$ cat config.mk
export PLATFORM = sky130hd
export DESIGN_NAME = add_pipe_flat
export DESIGN_NICKNAME = d
export VERILOG_FILES = /design/src/rtl/add_pipe_pkg.sv /design/src/rtl/add_pipe_if.sv /design/src/rtl/add_chunk.sv /design/src/rtl/full_adder.sv /design/src/rtl/add_pipe.sv /design/src/flat_wrapper.sv
export SDC_FILE = /design/constraint.sdc
export NUM_CORES = 1
export LEC_CHECK = 0
export ABC_AREA = 1
export CORE_UTILIZATION = 30
export DETAILED_ROUTE_END_ITERATION = 8
export GPL_TIMING_DRIVEN = 0
export PLACE_DENSITY = 0.46
export SETUP_SLACK_MARGIN = 0.2
export SLEW_MARGIN = 25
export SYNTH_ARGS = -nofsm -noshare
export SYNTH_HDL_FRONTEND = slang
export SYNTH_SLANG_ARGS = --single-unit
export TNS_END_PERCENT = 20
$ cat constraint.sdc
create_clock -name clk -period 9.6 [get_ports clk]
set_clock_uncertainty 0.05 [all_clocks]
set_input_delay 1.92 -clock clk [delete_from_list [all_inputs] [get_ports clk]]
set_output_delay 1.92 -clock clk [all_outputs]
set_load 0.01 [all_outputs]
$ cat src/rtl/add_pipe_pkg.sv
// Shared constants and helpers for the pipelined adder/subtractor.
package add_pipe_pkg;

  localparam logic OP_ADD = 1'b0;
  localparam logic OP_SUB = 1'b1;

  localparam int SAT_W = 64;

  function automatic int chunk_w(int width, int stages);
    return width / stages;
  endfunction

  // Callers truncate to their own WIDTH.
  function automatic logic [SAT_W-1:0] SAT_MAX(int width);
    return (SAT_W'(1) << (width - 1)) - SAT_W'(1);
  endfunction

  function automatic logic [SAT_W-1:0] SAT_MIN(int width);
    return SAT_W'(1) << (width - 1);
  endfunction

endpackage

$ cat src/rtl/add_pipe_if.sv
// Operand/result handshake bundle for add_pipe.
interface add_pipe_if #(parameter int WIDTH = 16);
  logic             in_valid;
  logic             in_ready;
  logic [WIDTH-1:0] in_a;
  logic [WIDTH-1:0] in_b;
  logic             in_sub;
  logic             out_valid;
  logic             out_ready;
  logic [WIDTH-1:0] out_sum;
  logic             out_carry;
  logic             out_ovf;
  logic             out_zero;

  modport master (
    output in_valid, in_a, in_b, in_sub, out_ready,
    input  in_ready, out_valid, out_sum, out_carry, out_ovf, out_zero
  );

  modport slave (
    input  in_valid, in_a, in_b, in_sub, out_ready,
    output in_ready, out_valid, out_sum, out_carry, out_ovf, out_zero
  );
endinterface

$ cat src/rtl/add_chunk.sv
// CW-bit ripple chain; also exposes the carry into its MSB for overflow detection.
module add_chunk #(parameter int CW = 4) (
  input  logic [CW-1:0] a,
  input  logic [CW-1:0] b,
  input  logic          cin,
  output logic [CW-1:0] sum,
  output logic          cout,
  output logic          c_msb_in
);
  logic [CW:0] c;

  assign c[0] = cin;

  for (genvar i = 0; i < CW; i++) begin : g_fa
    full_adder u_fa (
      .a   (a[i]),
      .b   (b[i]),
      .cin (c[i]),
      .sum (sum[i]),
      .cout(c[i+1])
    );
  end

  assign cout     = c[CW];
  assign c_msb_in = c[CW-1];
endmodule

$ cat src/rtl/full_adder.sv
// One-bit full adder cell used by the ripple chunks.
module full_adder (
  input  logic a,
  input  logic b,
  input  logic cin,
  output logic sum,
  output logic cout
);
  assign sum  = a ^ b ^ cin;
  assign cout = (a & b) | (cin & (a ^ b));
endmodule

$ cat src/rtl/add_pipe.sv
// Pipelined add/sub: one CW-bit chunk per stage, carry registered between stages.
// Define ADD_PIPE_SAT_EN to clamp signed overflow to the signed extremes.
module add_pipe
  import add_pipe_pkg::*;
#(
  parameter int WIDTH  = 16,
  parameter int STAGES = 4
) (
  input  logic  clk,
  input  logic  reset,
  add_pipe_if.slave bus
);
  localparam int CW = chunk_w(WIDTH, STAGES);

  if (STAGES < 1 || STAGES > WIDTH || (WIDTH % STAGES) != 0) begin : g_bad_cfg
    $error("add_pipe: WIDTH must be a multiple of STAGES, 1 <= STAGES <= WIDTH");
  end

  logic              adv;
  logic [STAGES:0]   vld_pipe;
  logic [WIDTH-1:0]  b_x;
  logic              c_in0;
  logic [WIDTH-1:0]  raw_sum;
  logic [WIDTH-1:0]  fin_sum;
  logic              raw_c;
  logic              raw_v;

  // Whole pipe freezes only when a finished result is being held back.
  assign adv          = !bus.out_valid || bus.out_ready;
  assign bus.in_ready = adv;

  assign vld_pipe[0]   = bus.in_valid;
  assign bus.out_valid = vld_pipe[STAGES];

  always_ff @(posedge clk or posedge reset) begin
    if (reset)    vld_pipe[STAGES:1] <= '0;
    else if (adv) vld_pipe[STAGES:1] <= vld_pipe[STAGES-1:0];
  end

  assign b_x   = (bus.in_sub == OP_ADD) ? bus.in_b : ~bus.in_b;
  assign c_in0 = (bus.in_sub == OP_SUB);

  for (genvar k = 0; k < STAGES; k++) begin : g_st
    // Stage k sees only the operand chunks it and later stages still need.
    localparam int RW = WIDTH - k * CW;

    logic [RW-1:0]         a_i;
    logic [RW-1:0]         b_i;
    logic                  c_i;
    logic [CW-1:0]         s;
    logic                  co;
    logic                  cm;
    logic [(k+1)*CW-1:0]   acc;

    add_chunk #(.CW(CW)) u_chunk (
      .a       (a_i[CW-1:0]),
      .b       (b_i[CW-1:0]),
      .cin     (c_i),
      .sum     (s),
      .cout    (co),
      .c_msb_in(cm)
    );

    if (k == 0) begin : g_head
      assign a_i = bus.in_a;
      assign b_i = b_x;
      assign c_i = c_in0;
      assign acc = s;
    end else begin : g_body
      logic [k*CW-1:0] s_lo;

      always_ff @(posedge clk or posedge reset) begin
        if (reset) begin
          a_i  <= '0;
          b_i  <= '0;
          c_i  <= 1'b0;
          s_lo <= '0;
        end else if (adv) begin
          a_i  <= g_st[k-1].a_i[RW+CW-1:CW];
          b_i  <= g_st[k-1].b_i[RW+CW-1:CW];
          c_i  <= g_st[k-1].co;
          s_lo <= g_st[k-1].acc;
        end
      end

      assign acc = {s, s_lo};
    end

    if (k == STAGES - 1) begin : g_tail
      assign raw_sum = acc;
      assign raw_c   = co;
      assign raw_v   = co ^ cm;
    end else begin : g_mid
      logic unused_cm;
      assign unused_cm = cm;
    end
  end

`ifdef ADD_PIPE_SAT_EN
  // A wrong-sign MSB on overflow tells which way the result ran off.
  assign fin_sum = !raw_v ? raw_sum :
                   (raw_sum[WIDTH-1] ? WIDTH'(SAT_MAX(WIDTH)) : WIDTH'(SAT_MIN(WIDTH)));
`else
  assign fin_sum = raw_sum;
`endif

  always_ff @(posedge clk or posedge reset) begin
    if (reset) begin
      bus.out_sum   <= '0;
      bus.out_carry <= 1'b0;
      bus.out_ovf   <= 1'b0;
      bus.out_zero  <= 1'b0;
    end else if (adv) begin
      bus.out_sum   <= fin_sum;
      bus.out_carry <= raw_c;
      bus.out_ovf   <= raw_v;
      bus.out_zero  <= (fin_sum == '0);
    end
  end
endmodule

$ cat src/flat_wrapper.sv
// flat-port wrapper written by rule: the top's interface ports become plain ports
module add_pipe_flat import add_pipe_pkg::*;
#(
  parameter int WIDTH  = 16,
  parameter int STAGES = 4
)
  (clk, reset, bus_in_valid, bus_in_a, bus_in_b, bus_in_sub, bus_out_ready, bus_in_ready, bus_out_valid, bus_out_sum, bus_out_carry, bus_out_ovf, bus_out_zero);
  add_pipe_if #(.WIDTH(WIDTH)) bus_i ();
  input  logic clk;
  input  logic reset;
  input wire logic [$bits(bus_i.in_valid)-1:0] bus_in_valid;
  input wire logic [$bits(bus_i.in_a)-1:0] bus_in_a;
  input wire logic [$bits(bus_i.in_b)-1:0] bus_in_b;
  input wire logic [$bits(bus_i.in_sub)-1:0] bus_in_sub;
  input wire logic [$bits(bus_i.out_ready)-1:0] bus_out_ready;
  output wire logic [$bits(bus_i.in_ready)-1:0] bus_in_ready;
  output wire logic [$bits(bus_i.out_valid)-1:0] bus_out_valid;
  output wire logic [$bits(bus_i.out_sum)-1:0] bus_out_sum;
  output wire logic [$bits(bus_i.out_carry)-1:0] bus_out_carry;
  output wire logic [$bits(bus_i.out_ovf)-1:0] bus_out_ovf;
  output wire logic [$bits(bus_i.out_zero)-1:0] bus_out_zero;
  assign bus_i.in_valid = bus_in_valid;
  assign bus_i.in_a = bus_in_a;
  assign bus_i.in_b = bus_in_b;
  assign bus_i.in_sub = bus_in_sub;
  assign bus_i.out_ready = bus_out_ready;
  assign bus_in_ready = bus_i.in_ready;
  assign bus_out_valid = bus_i.out_valid;
  assign bus_out_sum = bus_i.out_sum;
  assign bus_out_carry = bus_i.out_carry;
  assign bus_out_ovf = bus_i.out_ovf;
  assign bus_out_zero = bus_i.out_zero;
  add_pipe #(.WIDTH(WIDTH), .STAGES(STAGES)) u_core (.clk(clk), .reset(reset), .bus(bus_i));
endmodule
Yosys cells after proc, flatten, opt, wreduce, memory -nomap -nowiden. Index checks and enable logic that the tools add are counted. W data, S select, Z words.

Register bits: 98. Latch bits: 0. RAM bits: 0. Bits in read-only memories: 0. Input bits: 37. Output and inout port bits: 21. Word-level logic and storage cells: 103. Memories kept: 0.

$add $sub $neg: 0. $mul: 0. Divide/modulo/power cells: 0. Magnitude comparators: 0. Eq/ne operators: 0. Shift-type cells: 0. Multiplexer cells: 1. Bitwise gates (word level): 82. Reduce and logical (&&, ||, !) cells: 3.

Operators by type and width (number): $xor A1 B1 Y1 (33); $and A1 B1 Y1 (32); $logic_not A16 Y1 (1); $mux W16 (1); $not A16 Y16 (1); $or A1 B1 Y1 (16); $logic_not A1 Y1 (1); $logic_or A1 B1 Y1 (1).

Depth between registers and ports, before layout. Gate-level depths: netlist of run 1.

Word-level depth: 11. Depth in mapped cells: 11. Gate-level depth less buffers: 11.

Hierarchy. Synthesis of run 1 repeated with hierarchy kept, for this count alone.

Cells, all modules: 422. Area, all modules: 4180.3 µm².

By module, submodules not included: add_pipe (instances 1, cells an instance 406, area an instance 3860.0 µm², sequential area each 2452.4 µm²); full_adder (instances 16, cells an instance 1, area an instance 20.0 µm², sequential area each 0.0 µm²).

Least setup slack after synthesis of run 1. Ideal clock, no wire load.

Path kind: input port to output port. Start point: in bus_out_ready. End point: out bus_in_ready. Arrival: 2.364 ns. Data required time: 7.630 ns. Slack: 5.266 ns. Stages: 3. Path through: nor2_4 -> inv_2 -> clkbuf_1.

Longest elaborated chain between the ends: 1.

RTL lines: from (decl) (line flat_wrapper.sv:15) `input wire logic [$bits(bus_i.out_ready)-1:0] bus_out_ready;`; $logic_or A1 B1 Y1 (line add_pipe.sv:29) `assign adv = !bus.out_valid || bus.out_ready;`; to (decl) (line flat_wrapper.sv:16) `output wire logic [$bits(bus_i.in_ready)-1:0] bus_in_ready;`.

No other way between the ends.

Worst setup path in the final report of run 1. Ends and elaborated chain as after synthesis.

==> results by group, run 1 <==
Outcome
  • Status: complete, no violations

Floorplanning
  • Die height: 120 um
  • Die Area: 14400 um^2
  • Ports: 58
  • Initial Util: 31.1%
  • Width of the die: 120 um
  • # rows: 42
  • Core footprint: 13400 um^2

CTS
  • Clock Tree Buf Depth: 2
  • Clock sinks: 98
  • H-Tree Depth: 3
  • Setup bufs post-CTS: 0
  • Clock latency on the worst-skew pair: 0.34 ns
  • CTS tree: yes
  • Post-CTS sizing: 0
  • CTS buffer count: 9
  • # hold bufs at CTS: 0
  • Reg clk slew, reported paths: 0.07 ns
  • Root buf cell: clkbuf_16

Worst hold path
  • Hold wc startpoint: u_core.vld_pipe[3]$_DFFE_PP0P_
  • Min-Delay Endpoint: u_core.bus.out_valid$_DFFE_PP0P_
  • Hold crit path type: flip-flop to flip-flop
  • Hold depth: 2

Final layout
  • Commonest non-fill, non-tap cell in the layout: nand2_1
  • Design area: 5290 um^2
  • Ant. Diodes: 0
  • Area growth syn-to-layout: 26.9%
  • Final core occ: 39.5%
  • Most frequent cells in the layout: 189 x nand2_1, 98 x dfrtp_1, 56 x clkdlybuf4s50_1, 44 x o21ai_0, 34 x inv_1
  • Total Nets Final: 564
  • Share of post-route cells with drive strength above 1: 5.61%

Synth
  • Syn avg cell area: 9.39 um^2
  • Share of the synthesized area in the top cell type: 58.8%
  • Area leader, netlist: dfrtp_1
  • Synth unique cells: 17
  • Ys Warns: 0
  • Synth area leaders: dfrtp_1 59%, nand2_1 17%, fa_1 7.2%
  • Syn nets: 496
  • Cells after Synth: 444
  • Seq/Total Area, Yosys: 58.8%
  • #FFs+latches synth: 98
  • Synthesized area: 4170 um^2

Timing
  • Setup ws final: 4.00 ns
  • Rel. slew slack: 59.8%
  • Min Tclk post-route: 5.60 ns
  • RSZ-0062 raised after global routing: false
  • Worst Tran Pin Value: 0.603 ns
  • Final setup viols: 0
  • Final period util: 58.3%
  • Final hold vios: 0
  • Max-slew violations: 0
  • Setup TNS: 0 ns
  • Max Clock Freq: 0.179 GHz

Critical path
  • RR Endpoint: u_core.bus.out_zero$_DFFE_PP0P_
  • R2R cell count: 11
  • Setup crit end kind: output pin
  • CP Launch Type: primary input
  • Crit path kind: primary input to output pin
  • Worst Path Max Fanout: 10
  • Critical path required time: 7.63 ns
  • CP Buf/Inv Count: 4
  • Max incr delay on CP: 0.63 ns
  • CP dominant cell by count: clkdlybuf4s50_1
  • Critical path's top delay family: buffers and inverters
  • Setup slack, reg-to-reg: 6.87 ns
  • Arrival @ worst endpoint: 3.63 ns
  • Slowest-stage cell, CP: clkdlybuf4s50_1
  • Start of the worst register-to-register path: u_core.g_st[3].b_i[0]$_DFFE_PP0P_
  • Cells along the critical path: clkdlybuf4s50_1 -> nor2_4 -> inv_2 -> clkbuf_1 -> clkdlybuf4s50_1

Power and ir drop
  • Sw Share: 35.6%
  • Power consumption: 1.64 mW
  • Static Leak: 2.51 nW
  • Int Pwr: 1.06 mW
  • VDD IR-drop max: 0.0853 mV
  • Switch Pwr: 0.584 mW
  • Sequential power share: 41.9%
  • Gate power share: 35.6%
  • Pwr Density: 310 nW/um^2
  • Clk pwr share: 22.5%

Global route
  • Pin count of the biggest net entering global routing: 58
  • GRT Max-Usage Layer: met2
  • Initial antenna violation count: 0
  • Vias in the first global route: 3073
  • Met1 Use GR: 21.3%
  • Gr ovfl total: 0
  • Total Routing Usage GR: 15.1%
  • GRT met3 Usage: 3.23%
  • Global-route wire length before repair: 16.3 mm
  • GR Util met2: 23.2%

Route
  • Vias: 2986
  • DR pass1 iterations: 4
  • Initial drt markers: 126
  • Post-DR wirelength/cell: 14.2 um
  • Via density: 4.31
  • Final ANT Viol Nets: 0
  • Total Routed Length: 9.84 mm
  • DR DRC count: 0

Placed design
  • Post-DP HPWL: 6.89 mm
  • Placed cell area: 4980 um^2
  • Port Buffers: 56
  • Place WS: 3.98 ns
  • GP Congestion: 0.739

Job
  • Max cap viols: 0
-- registers in the layout, indices dropped and copies added (netlist names) --
register	count
u_core.g_st.a_i	24
u_core.g_st.b_i	24
u_core.bus.out_sum	16
u_core.bus.out_zero	1
u_core.g_st.g_body.s_lo	24
u_core.vld_pipe	3
u_core.bus.out_carry	1
u_core.bus.out_ovf	1
u_core.bus.out_valid	1
u_core.g_st.c_i	3
-- worst min-delay path: cells and delay by family (launching register included) --
family                 cells  cell delay (ns)
flip-flops                 1             0.32
buffers and inverters      1             0.05
AND/OR/NAND/NOR            1             0.05
-- cells by family (layout without fill, tap and decap cells) --
kind of cell	after synthesis	in the layout	synth area share (%)
xor gates and xnor gates	16	16	3.36
DFF	98	98	58.8
buffers and inverters	58	131	5.55
AOI/OAI and AO/OA	52	52	6.30
adders and majority gates	15	15	7.20
and+or+nand+nor	205	205	18.8
-- worst max path at each step --
| stage | start | endpoint | cells past startpoint | slack [ns] |
|---|---|---|---|---|
| finish | bus_out_ready | bus_in_ready | 5 | 4.00 |
| floorplan | reset | u_core.bus.out_carry$_DFFE_PP0P_ | 1 | 5.07 |
| global route | bus_out_ready | bus_in_ready | 5 | 3.92 |
| detailed placement | bus_out_ready | bus_in_ready | 5 | 3.98 |
| CTS | bus_out_ready | bus_in_ready | 5 | 3.98 |
| global placement | reset | u_core.g_st[1].a_i[10]$_DFFE_PP0P_ | 2 | 3.41 |
-- power by group through the flow --
| stage | clock [mW] | sequential (mW) | combinational (mW) |
|---|---|---|---|
| after global routing | 0.396 | 0.711 | 0.682 |
| final | 0.369 | 0.687 | 0.584 |
| after global placement | 0 | 0.692 | 0.594 |
| after floorplan | 0 | 0.693 | 0.344 |
| after CTS | 0.381 | 0.689 | 0.603 |
| after detailed placement | 0 | 0.696 | 0.600 |
-- per-stage QoR --
stage / hold WS, ns / instances
floorplan: 0.370 / 444
global route: 0.441 / 693
global placement: 0.392 / 676
detailed placement: 0.389 / 677
CTS: 0.408 / 693
finish: 0.399 / 693
-- layout make-up --
type                            instances  area (um^2)
Fill cell                            1398         8110
Sequential cell                        98         2450
Multi-Input combinational cell        288         1490
Timing Repair Buffer                   57          588
Clock buffer                           12          256
Tap cell                              176          220
Inverter                               36          140
Buffer                                 22         96.3
Clock inverter                          4         50.0
-- cell usage after synthesis --
cell and n:
xor2_1 2, nand3_1 3, inv_2 1, dfrtp_1 98, nand2_1 189, fa_1 15, buf_2 8, nor2_1 11
clkbuf_1 13, o21a_1 1, o21ai_0 44, buf_4 1, xnor2_1 14, nor2_4 1, or2_2 1, inv_1 35
o21ai_1 7
-- metal layers --
metal	vias to the layer above	wire, um
li1	1486	-
met1	1433	4790
met2	61	4550
met3	6	393
met4	0	106
met5	-	0
(Power assumes the default switching activity.)
==> inputs of run 2 (changes only) <==
- clock period: 9.6 -> 5.5 ns (I/O delays scaled with it)
==> results of run 2 <==
Same layout as run 1 (identical final DEF). Status: complete, no violations.
Among the figures that moved: setup slack after placement 3.98 ns -> 1.52 ns; setup slack after layout 4.00 ns -> 1.54 ns; register-to-register setup slack 6.87 ns -> 2.77 ns; total power 1.64 mW -> 2.86 mW; worst IR drop on VDD 0.0853 mV -> 0.149 mV
==> inputs of run 3 (changes only) <==
- PLACE_DENSITY: 0.46 -> 0.48
- clock period: 5.5 -> 3.5 ns (I/O delays scaled with it)
==> results by group, run 3 (synthesis results as in run 1) <==
Outcome
  • Status: complete, no violations (unchanged)

Critical path
  • Setup slack, reg-to-reg: 0.77 ns (was 2.77 ns)
  • CP Capture Point: bus_in_ready (unchanged)
  • Setup crit end kind: output pin (unchanged)
  • Arrival @ worst endpoint: 2.44 ns (was 2.81 ns)
  • RR Endpoint: u_core.bus.out_zero$_DFFE_PP0P_ (unchanged)
  • Crit path kind: primary input to output pin (unchanged)
  • Start of the worst register-to-register path: u_core.g_st[3].b_i[0]$_DFFE_PP0P_ (unchanged)
  • CP Launch Type: primary input (unchanged)
  • Worst Path Max Fanout: 10 (unchanged)
  • R2R cell count: 11 (unchanged)
  • Max incr delay on CP: 0.64 ns (was 0.63 ns)
  • Slowest-stage cell, CP: clkdlybuf4s50_1 (unchanged)
  • Crit path launch: bus_out_ready (unchanged)
  • CP dominant cell by count: clkdlybuf4s50_1 (unchanged)
  • Critical path required time: 2.75 ns (was 4.35 ns)
  • Cells along the critical path: clkdlybuf4s50_1 -> nor2_4 -> inv_2 -> clkbuf_1 -> clkdlybuf4s50_1 (unchanged)

Timing
  • Final hold vios: 0 (unchanged)
  • RSZ-0062 raised after global routing: false (unchanged)
  • Final setup viols: 0 (unchanged)
  • Min Tclk post-route: 3.19 ns
  • Setup TNS: 0 ns (unchanged)
  • Max-slew violations: 0 (unchanged)
  • Hold WS: 0.405 ns (was 0.399 ns)
  • Worst Tran Pin Value: 0.616 ns (was 0.603 ns)
  • Setup ws final: 0.305 ns (was 1.54 ns)
  • Rel. slew slack: 58.9% (was 59.8%)
  • Max Clock Freq: 0.313 GHz
  • Final period util: 91.3%

CTS
  • CTS tree: yes (unchanged)
  • Clock sinks: 98 (unchanged)
  • H-Tree Depth: 3 (unchanged)
  • Clock Tree Buf Depth: 2 (unchanged)
  • Reg clk slew, reported paths: 0.06 ns (was 0.07 ns)
  • Setup bufs post-CTS: 0 (unchanged)
  • CTS buffer count: 9 (unchanged)
  • Clock latency on the worst-skew pair: 0.34 ns (about the same)
  • Root buf cell: clkbuf_16 (unchanged)
  • # hold bufs at CTS: 0 (unchanged)
  • Post-CTS sizing: 0 (unchanged)

Route
  • Post-DR wirelength/cell: 14.2 um (about the same)
  • M1 WL: 4.94 mm (was 4.79 mm)
  • Total Routed Length: 9.83 mm (was 9.84 mm)
  • Vias: 3023 (was 2986)
  • Final ANT Viol Nets: 0 (unchanged)
  • Met3 WL: 348 um (was 393 um)
  • Top sig layer: met4 (unchanged)
  • Initial drt markers: 153 (was 126)
  • DR pass1 iterations: 4 (unchanged)
  • Metal2 WL: 4.38 mm (was 4.55 mm)
  • DR DRC count: 0 (unchanged)
  • Via density: 4.36 (was 4.31)

Power and ir drop
  • Power consumption: 4.40 mW (was 2.86 mW)
  • VDD IR-drop max: 0.285 mV (was 0.149 mV)
  • Pwr Density: 832 nW/um^2 (was 541 nW/um^2)
  • Static Leak: 2.51 nW (about the same)

Global route
  • Global-route wire length before repair: 16.3 mm (about the same)
  • Initial antenna violation count: 0 (unchanged)
  • Total Routing Usage GR: 15.2% (was 15.1%)
  • Vias in the first global route: 3014 (was 3073)
  • Gr ovfl total: 0 (unchanged)
  • Pin count of the biggest net entering global routing: 31 (was 58)

Final layout
  • Commonest non-fill, non-tap cell in the layout: nand2_1 (unchanged)
  • Multi-input logic area: 1490 um^2 (unchanged)
  • Area growth syn-to-layout: 26.7% (was 26.9%)
  • Filler cells: 1366 (was 1398)
  • Ant. Diodes: 0 (unchanged)
  • Final cell count without fillers: 693 (unchanged)
  • Design area: 5280 um^2 (was 5290 um^2)
  • Share of post-route cells with drive strength above 1: 5.61% (unchanged)
  • Biggest regs: u_core.g_st.a_i: 24 flops, u_core.g_st.b_i: 24 flops, u_core.g_st.g_body.s_lo: 24 flops (unchanged)
  • Total Nets Final: 566 (was 564)
  • Reg area: 2450 um^2 (unchanged)
  • Most frequent cells in the layout: 189 x nand2_1, 98 x dfrtp_1, 56 x clkdlybuf4s50_1, 44 x o21ai_0, 34 x inv_1 (unchanged)
  • Final core occ: 39.4% (was 39.5%)

Placed design
  • Placed cell area: 5020 um^2 (was 4980 um^2)
  • GP Congestion: 0.767 (was 0.739)
  • Place WS: 0.315 ns (was 1.52 ns)
  • Post-DP HPWL: 7.16 mm (was 6.89 mm)
  • Port Buffers: 56 (unchanged)
  • Placed cells: 679 (was 677)

Floorplanning
  • Initial Util: 31.1% (unchanged)
  • Die Area: 14400 um^2 (unchanged)
  • Die height: 120 um (unchanged)
  • # rows: 42 (unchanged)
  • Ports: 58 (unchanged)
  • Width of the die: 120 um (unchanged)
  • Core footprint: 13400 um^2 (unchanged)

Job
  • Max cap viols: 0 (unchanged)

Worst hold path
  • Hold crit path type: flip-flop to flip-flop (unchanged)
==> run 3: worst min path at each step <==
| stage | startpoint | to | slack (ns) | cells past startpoint |
|---|---|---|---|---|
| 2_1_floorplan | u_core.vld_pipe[3]$_DFFE_PP0P_ | u_core.bus.out_valid$_DFFE_PP0P_ | 0.37 | 2 |
| 3_3_place_gp | u_core.vld_pipe[3]$_DFFE_PP0P_ | u_core.bus.out_valid$_DFFE_PP0P_ | 0.39 | 2 |
| 3_5_place_dp | u_core.vld_pipe[3]$_DFFE_PP0P_ | u_core.bus.out_valid$_DFFE_PP0P_ | 0.39 | 2 |
| 4_1_cts | u_core.vld_pipe[3]$_DFFE_PP0P_ | u_core.bus.out_valid$_DFFE_PP0P_ | 0.40 | 2 |
| 5_1_grt | u_core.g_st[2].b_i[6]$_DFFE_PP0P_ | u_core.g_st[3].b_i[2]$_DFFE_PP0P_ | 0.45 | 2 |
| 6_report | u_core.vld_pipe[3]$_DFFE_PP0P_ | u_core.bus.out_valid$_DFFE_PP0P_ | 0.40 | 2 |
==> run 3: worst max-delay path: cells and delay by family <==
| family | cells | cell delay [ns] |
|---|---|---|
| buffers and inverters | 4 | 1.66 |
| AND/OR/NAND/NOR | 1 | 0.08 |
==> run 3: per-layer routing <==
layer  vias to the layer above  global-route usage, %
met1                      1453                   21.8
met3                        13                   2.99
met4                         0                   5.08
met5                         -                      0
li1                       1495                      -
met2                        62                   22.8
==> run 3: cell type report <==
type / count / share of cell area [%]
Clock inverter: 3 / 0.332
Inverter: 36 / 2.63
Buffer: 22 / 1.82
Sequential cell: 98 / 46.4
Timing Repair Buffer: 59 / 11.9
Tap cell: 176 / 4.17
Multi-Input combinational cell: 288 / 28.1
Clock buffer: 11 / 4.59
==> run 3: report_power, final <==
group          internal, mW  switching, mW  leakage, nW
logic                 0.679          0.928         1.19
registers              1.63          0.264         1.19
clock network         0.491          0.406        0.127
total                  2.80           1.60         2.51
